<file path="config.mk">
export PLATFORM = sky130hd
export DESIGN_NAME = and_gate_tester_flat
export DESIGN_NICKNAME = d
export VERILOG_FILES = /design/src/rtl/and_gate_tester_if.sv /design/src/rtl/and_gate_tester.sv /design/src/flat_wrapper.sv
export SDC_FILE = /design/constraint.sdc
export NUM_CORES = 1
export LEC_CHECK = 0
export ABC_AREA = 1
export CAP_MARGIN = 25
export CORE_MARGIN = 3
export CORE_UTILIZATION = 55
export CTS_CLUSTER_SIZE = 20
export DETAILED_ROUTE_END_ITERATION = 16
export DONT_BUFFER_PORTS = 1
export PLACE_DENSITY = 0.7
export SETUP_SLACK_MARGIN = 0.2
export SLEW_MARGIN = 20
export SYNTH_ARGS = -nofsm -noshare
export SYNTH_HDL_FRONTEND = slang
export SYNTH_SLANG_ARGS = --single-unit
</file>
<file path="constraint.sdc">
create_clock -name clk -period 3.3 [get_ports clk]
set_clock_uncertainty 0.1 [all_clocks]
set_input_delay 0.825 -clock clk [delete_from_list [all_inputs] [get_ports clk]]
set_output_delay 0.825 -clock clk [all_outputs]
set_load 0.005 [all_outputs]
</file>
<file path="src/rtl/and_gate_tester_if.sv">
// Signal bundle between the AND-gate self-test sequencer and its environment.
// The master side is the sequencer; the slave side is the gate plus the controller that starts runs.
interface and_gate_tester_if;
  logic       start;
  logic       A;
  logic       B;
  logic       outAND;
  logic       busy;
  logic       done;
  logic       pass;
  logic [3:0] fail_vec;
  logic [1:0] vec_idx;

  modport master (
    input  start, outAND,
    output A, B, busy, done, pass, fail_vec, vec_idx
  );

  modport slave (
    output start, outAND,
    input  A, B, busy, done, pass, fail_vec, vec_idx
  );
endinterface

</file>
<file path="src/rtl/and_gate_tester.sv">
// Built-in self-test sequencer for a two-input AND gate: walks A/B through 00,01,10,11,
// samples outAND after SETTLE_CYCLES and reports per-vector mismatches plus overall pass.
module and_gate_tester #(
  parameter int SETTLE_CYCLES = 4
) (
  input logic            clk,
  input logic            rst_n,
  and_gate_tester_if.master bus
);

  typedef enum logic [1:0] {IDLE, SETTLE, SAMPLE} state_t;

  localparam logic [7:0] SETTLE_LOAD = 8'(SETTLE_CYCLES - 1);

  state_t     state;
  state_t     state_next;
  logic [7:0] cnt;
  logic [1:0] vec_idx;
  logic [1:0] vec_next;
  logic       drive_a;
  logic       drive_b;
  logic       done_r;
  logic       pass_r;
  logic [3:0] fail_vec;
  logic [3:0] fail_next;
  logic       miss;
  logic       busy;

  always_ff @(posedge clk) begin
    if (!rst_n) state <= IDLE;
    else        state <= state_next;
  end

  always_comb begin
    state_next = state;
    case (state)
      IDLE:    if (bus.start) state_next = SETTLE;
      SETTLE:  if (cnt == 8'd0) state_next = SAMPLE;
      SAMPLE:  state_next = (vec_idx == 2'd3) ? IDLE : SETTLE;
      default: state_next = IDLE;
    endcase
  end

  always_comb begin
    busy      = (state != IDLE);
    miss      = (bus.outAND != (drive_a & drive_b));
    vec_next  = vec_idx + 2'd1;
    fail_next = fail_vec;
    fail_next[vec_idx] = miss;
  end

  // Datapath follows the FSM; the final pass verdict includes the bit written on the last sample.
  always_ff @(posedge clk) begin
    if (!rst_n) begin
      cnt      <= 8'd0;
      vec_idx  <= 2'd0;
      drive_a  <= 1'b0;
      drive_b  <= 1'b0;
      done_r   <= 1'b0;
      pass_r   <= 1'b0;
      fail_vec <= 4'd0;
    end else begin
      done_r <= 1'b0;
      case (state)
        IDLE: begin
          if (bus.start) begin
            vec_idx  <= 2'd0;
            drive_a  <= 1'b0;
            drive_b  <= 1'b0;
            cnt      <= SETTLE_LOAD;
            fail_vec <= 4'd0;
            pass_r   <= 1'b0;
          end
        end
        SETTLE: begin
          if (cnt != 8'd0) cnt <= cnt - 8'd1;
        end
        SAMPLE: begin
          fail_vec <= fail_next;
          if (vec_idx != 2'd3) begin
            vec_idx <= vec_next;
            drive_a <= vec_next[1];
            drive_b <= vec_next[0];
            cnt     <= SETTLE_LOAD;
          end else begin
            done_r  <= 1'b1;
            pass_r  <= ~|fail_next;
            drive_a <= 1'b0;
            drive_b <= 1'b0;
            vec_idx <= 2'd0;
          end
        end
        default: ;
      endcase
    end
  end

  assign bus.A        = drive_a;
  assign bus.B        = drive_b;
  assign bus.busy     = busy;
  assign bus.done     = done_r;
  assign bus.pass     = pass_r;
  assign bus.fail_vec = fail_vec;
  assign bus.vec_idx  = vec_idx;

endmodule
</file>
<file path="src/flat_wrapper.sv">
// flat-port wrapper written by rule: the top's interface ports become plain ports
module and_gate_tester_flat 
#(
  parameter int SETTLE_CYCLES = 4
)
  (clk, rst_n, bus_start, bus_outAND, bus_A, bus_B, bus_busy, bus_done, bus_pass, bus_fail_vec, bus_vec_idx);
  and_gate_tester_if bus_i ();
  input logic clk;
  input logic rst_n;
  input wire logic [$bits(bus_i.start)-1:0] bus_start;
  input wire logic [$bits(bus_i.outAND)-1:0] bus_outAND;
  output wire logic [$bits(bus_i.A)-1:0] bus_A;
  output wire logic [$bits(bus_i.B)-1:0] bus_B;
  output wire logic [$bits(bus_i.busy)-1:0] bus_busy;
  output wire logic [$bits(bus_i.done)-1:0] bus_done;
  output wire logic [$bits(bus_i.pass)-1:0] bus_pass;
  output wire logic [$bits(bus_i.fail_vec)-1:0] bus_fail_vec;
  output wire logic [$bits(bus_i.vec_idx)-1:0] bus_vec_idx;
  assign bus_i.start = bus_start;
  assign bus_i.outAND = bus_outAND;
  assign bus_A = bus_i.A;
  assign bus_B = bus_i.B;
  assign bus_busy = bus_i.busy;
  assign bus_done = bus_i.done;
  assign bus_pass = bus_i.pass;
  assign bus_fail_vec = bus_i.fail_vec;
  assign bus_vec_idx = bus_i.vec_idx;
  and_gate_tester #(.SETTLE_CYCLES(SETTLE_CYCLES)) u_core (.clk(clk), .rst_n(rst_n), .bus(bus_i));
endmodule
</file>
### After elaboration in Yosys (flattened, before gate mapping)

Cells that the tools add are included.

| storage, ports and cells | value |
|---|---|
| register bits after elaboration | 20 |
| input port bits | 4 |
| output and inout port bits | 11 |
| logic and storage cells | 61 |

| operators by class | value |
|---|---|
| add/subtract/negate cells | 2 |
| $lt $le $gt $ge | 2 |
| equal/unequal tests | 10 |
| muxes and demuxes | 24 |
| bitwise operators | 1 |
| reduce and logical (&&, ||, !) cells | 14 |

Operators by type and width:

| operator | number |
|---|---|
| $mux 8 | 3 |
| $pmux 8 s3 | 1 |
| $logic_not 8->1 | 1 |
| $mux 2 | 4 |
| $pmux 4 s2 | 1 |
| $reduce_bool 8->1 | 1 |
| $sub 8x1->8 const B | 1 |
| $mux 1 | 7 |
| $ne 2x1->1 const B | 3 |
| $ne 2x2->1 const B | 3 |
| $pmux 1 s2 | 3 |
| $pmux 2 s3 | 1 |
| $reduce_and 2->1 | 3 |
| $bwmux 4 | 1 |
| $eq 2x2->1 const B | 2 |
| $mux 4 | 1 |
| $pmux 2 s2 | 1 |
| $reduce_and 4->1 | 1 |
| $reduce_bool 2->1 | 2 |
| $reduce_or 4->1 | 1 |
| $lt 2x3->1 const B | 1 |
| $reduce_and 3->1 | 1 |
| $reduce_bool 3->1 | 1 |
| $add 2x1->2 const B | 1 |
| other kinds (8) | 8 |

### Logic depth before layout (Yosys ltp)

| logic depth | value |
|---|---|
| depth in word-level cells | 9 |
| gate-level depth with buffers | 9 |
| gate-level depth less buffers | 9 |

### Worst setup path before layout

No wires, ideal clock.

| timing path | value |
|---|---|
| path type | input to register |
| from | in bus_start |
| to | reg u_core.cnt[5] |
| setup time | 0.113 ns |
| arrival | 1.350 ns |
| data required time | 3.087 ns |
| setup slack | 1.738 ns |
| stages on the path | 7 |
| path buffers | 0 |
| cell sequence | inv_1 -> nand2_2 -> nand3_2 -> nand2_4 -> nand3_1 -> nor2_1 -> nor2_1 |

| between the ends | value |
|---|---|
| longest elaborated chain between the ends | 2 |

Ends and longest elaborated chain:

| what | RTL line | RTL |
|---|---|---|
| start: declaration | flat_wrapper.sv:10 | `input wire logic [$bits(bus_i.start)-1:0] bus_start;` |
| $ne 2x2->1 (no source line) | n/a |  |
| $reduce_and 4->1 (no source line) | n/a |  |
| end signal: assignment | and_gate_tester.sv:76 | `if (cnt != 8'd0) cnt <= cnt - 8'd1;` |
| end: declaration | and_gate_tester.sv:17 | `logic [7:0] cnt;` |

Every way passes these cells.
A chain may end at the register's enable or synchronous reset.

### Worst setup path after layout

| timing path | value |
|---|---|
| from | reg u_core.state[1] |
| to | out bus_busy |

| between the ends | value |
|---|---|
| longest elaborated chain between the ends | 1 |

Ends and longest elaborated chain:

| what | RTL line | RTL |
|---|---|---|
| start: declaration | and_gate_tester.sv:15 | `state_t state;` |
| start signal: assignment | and_gate_tester.sv:31 | `else state <= state_next;` |
| $reduce_bool 2->1 | and_gate_tester.sv:45 | `busy = (state != IDLE);` |
| end: declaration | flat_wrapper.sv:14 | `output wire logic [$bits(bus_i.busy)-1:0] bus_busy;` |

Every way passes these cells.

==> summary.md <==
| Metric | Value |
|---|---|
| Placed Area | `0.001070 mm2` |
| Sequential Power Share | `39.7%` |
| Final Hold Fails | `0` |
| Initial Util | `59.93%` |
| I/O pin cnt | `15` |
| Critical path startpoint category | `flip-flop` |
| Final setup fails | `0` |
| Syn Nets | `166` |
| HP Class | `reg2reg` |
| DR vias | `941` |
| Pin count of the biggest net entering global routing | `14` |
| Global-route wire length before repair | `3795 um` |
| Sequential area share after synthesis | `34.08%` |
| Slew margin rel. | `72.36%` |
| Routed len/inst | `11.80 um` |
| Post-Route WL | `2147 um` |
| Diode count | `0` |
| Final nets | `168` |
| Die Span X | `49.85 um` |
| Total power | `0.0006539 W` |
| Vias in the first global route | `897` |
| Yosys warning count | `0` |
| Arrival time worst endpoint | `920 ps` |
| All-Layer GR Usage | `19.51%` |
| Crit Path Class | `reg2out` |
| Floorplan row count | `15` |
| Clock sink total | `18` |
| Num CTS Buffers | `3` |
| Met1 WL | `1016 um` |
| Post-CTS sizing | `0` |
| CP required | `2370 ps` |
| Layout area overhead | `4.615%` |
| Crit end category | `output pin` |
| Synth top area cells | `dfxtp_1, nand2_1, ha_1` |
| Commonest non-fill, non-tap cell in the layout | `nand2_1` |
| Setup bufs post-CTS | `0` |
| CTS Hold Bufs | `0` |
| Antenna violations before repair | `0` |
| Core ar. | `0.001764 mm2` |
| Max VDD drop | `304.3 uV` |
| Area of the multi-input gates | `588.1 um2` |
| Clk pwr share | `21.3%` |
| Number of DRC markers in iteration 0 | `16` |
| Flop and latch count out of synthesis | `18` |
| Clk_lat worst skew | `300 ps` |
| Post-DP HPWL | `1599 um` |
| Combinational power share | `38.9%` |
| Fmax | `542.1 MHz` |
| Core Util, Final | `62.70%` |
| CTS tree | `built` |
| Clock slew at reported path FFs | `110 ps` |
| Psw | `0.0002603 W` |
| Fillers | `172` |
| Worst-Margin Slew | `414.1 ps` |
| Die height | `49.85 um` |
| Fraction of layout cells with a size suffix above 1 | `12.10%` |
| CP Max Fanout | `3` |
| Met3 WL | `120 um` |
| Detail Route Antenna Nets | `0` |
| Outcome | `finished, final reports clean` |
| DR DRC count | `0` |
| Max-slew violation count | `0` |
| P_leak | `0.5167 nW` |
| Power Internal | `0.0003936 W` |
| Register area | `360.3 um2` |
| Clock tree buffer depth | `2` |
| Area leader, netlist | `dfxtp_1` |
| Tcrit/Tclk final | `55.90%` |
| H-Tree Depth | `1` |
| Quantity of I/O buffers inserted on ports | `0` |
| Top sig layer | `met4` |
| Via density | `5.170` |
| Pwr dens | `591.2 mW/mm2` |
| Yosys top cell area share | `34.08%` |
| Met2 wire len | `977 um` |
| Max Cap Violations | `0` |
| RSZ-0062 raised after global routing | `false` |
| Clk root buf | `clkbuf_4` |
| Yosys cell types | `22` |
| Avg Inst Size Synth | `6.777 um2` |
| Final Cell Area | `0.001106 mm2` |
| Sw Share | `39.81%` |
| Full die area | `0.002485 mm2` |
| Overflow after GRT | `0` |
| Setup TNS | `0 ps` |
| Pre-Repair DR Iteration Count | `4` |
| Post-Synthesis Cells | `156` |
| Most frequent cells in the layout | `nand2_1, inv_1, nor2_1, dfxtp_1, a21oi_1` |
| Synth Cell Area | `0.001057 mm2` |
| Final worst path period need | `1845 ps` |
| Final GP Congestion | `0.8628` |
## sequential cells by signal, summed over array words and instances, names as in the netlist
| register | cells |
|---|---|
| u_core.bus.pass | 1 |
| u_core.bus.B | 1 |
| u_core.bus.vec_idx | 1 |
| u_core.bus.done | 1 |
| u_core.bus.fail_vec | 4 |
| u_core.cnt | 8 |
| u_core.state | 2 |
## final cells by class
| type | count | share of cell area (%) |
|---|---|---|
| multi-input combinational | 111 | 53.17 |
| tap | 25 | 2.828 |
| clock buffer | 4 | 3.281 |
| inverter | 24 | 8.145 |
| sequential | 18 | 32.58 |
## path summary, 6_finish.rpt
check             slack [ps]  cells past startpoint       endpoint                   from
setup / recovery        1460                      2       bus_busy        u_core.state[1]
hold / removal           410                      2  u_core.cnt[4]          u_core.cnt[4]
setup reg to reg        1670                      7  u_core.cnt[2]  u_core.bus.vec_idx[1]
hold reg to reg          410                      2  u_core.cnt[4]          u_core.cnt[4]
## worst max-delay path, cell delays in order (launching register included)
cell,delay (ps)
dfxtp_1,430
inv_2,70
nand2_1,130
## logic make-up after synthesis
kind of cell / count (synthesis) / share of synthesized area [%]
compound gates: 21 / 11.01
xor+xnor: 1 / 0.8286
fa+ha+maj: 6 / 7.100
buf+inv: 27 / 10.29
flops: 18 / 34.08
simple gates: 83 / 36.69
## metal layers
metal	vias up	GRT usage, %
met5	-	0
met4	0	6.452
met3	5	3.625
met2	25	31.72
met1	419	25.74
li1	492	-
## cells in the mapped netlist
| master | count |
|---|---|
| nand2_1 | 41 |
| inv_1 | 20 |
| dfxtp_1 | 18 |
| nor2_1 | 18 |
| a21oi_1 | 12 |
| nand3_1 | 10 |
| ha_1 | 6 |
| inv_2 | 4 |
| o211ai_1 | 4 |
| o21ai_0 | 4 |
| buf_4 | 2 |
| nand2_2 | 2 |
| nand2_4 | 2 |
| nand3_2 | 2 |
| nand4_1 | 2 |
| nor2_4 | 2 |
| or2_2 | 2 |
| a31oi_1 | 1 |
| clkbuf_1 | 1 |
| nand3b_1 | 1 |
| nor2_2 | 1 |
| xor2_1 | 1 |
## power groups by stage
stage	registers, W	logic (W)	clock network, W
after CTS	0.000260	0.000253	0.000143
after global routing	0.000263	0.000296	0.000151
after global placement	0.000264	0.000245	0
after floorplan	0.000260	0.000211	0
final	0.000260	0.000254	0.000139
after detailed placement	0.000264	0.000251	0
## metrics by stage
stage | std cells | worst slack (ps) | hold slack, ps
2_1_floorplan | 156 | 1738 | 367.8
3_5_place_dp | 178 | 1608 | 392.6
3_3_place_gp | 178 | 1662 | 392.0
4_1_cts | 182 | 1442 | 408.5
6_report | 182 | 1455 | 406.2
5_1_grt | 182 | 1384 | 431.4
Power figures use the tool's default switching activity.
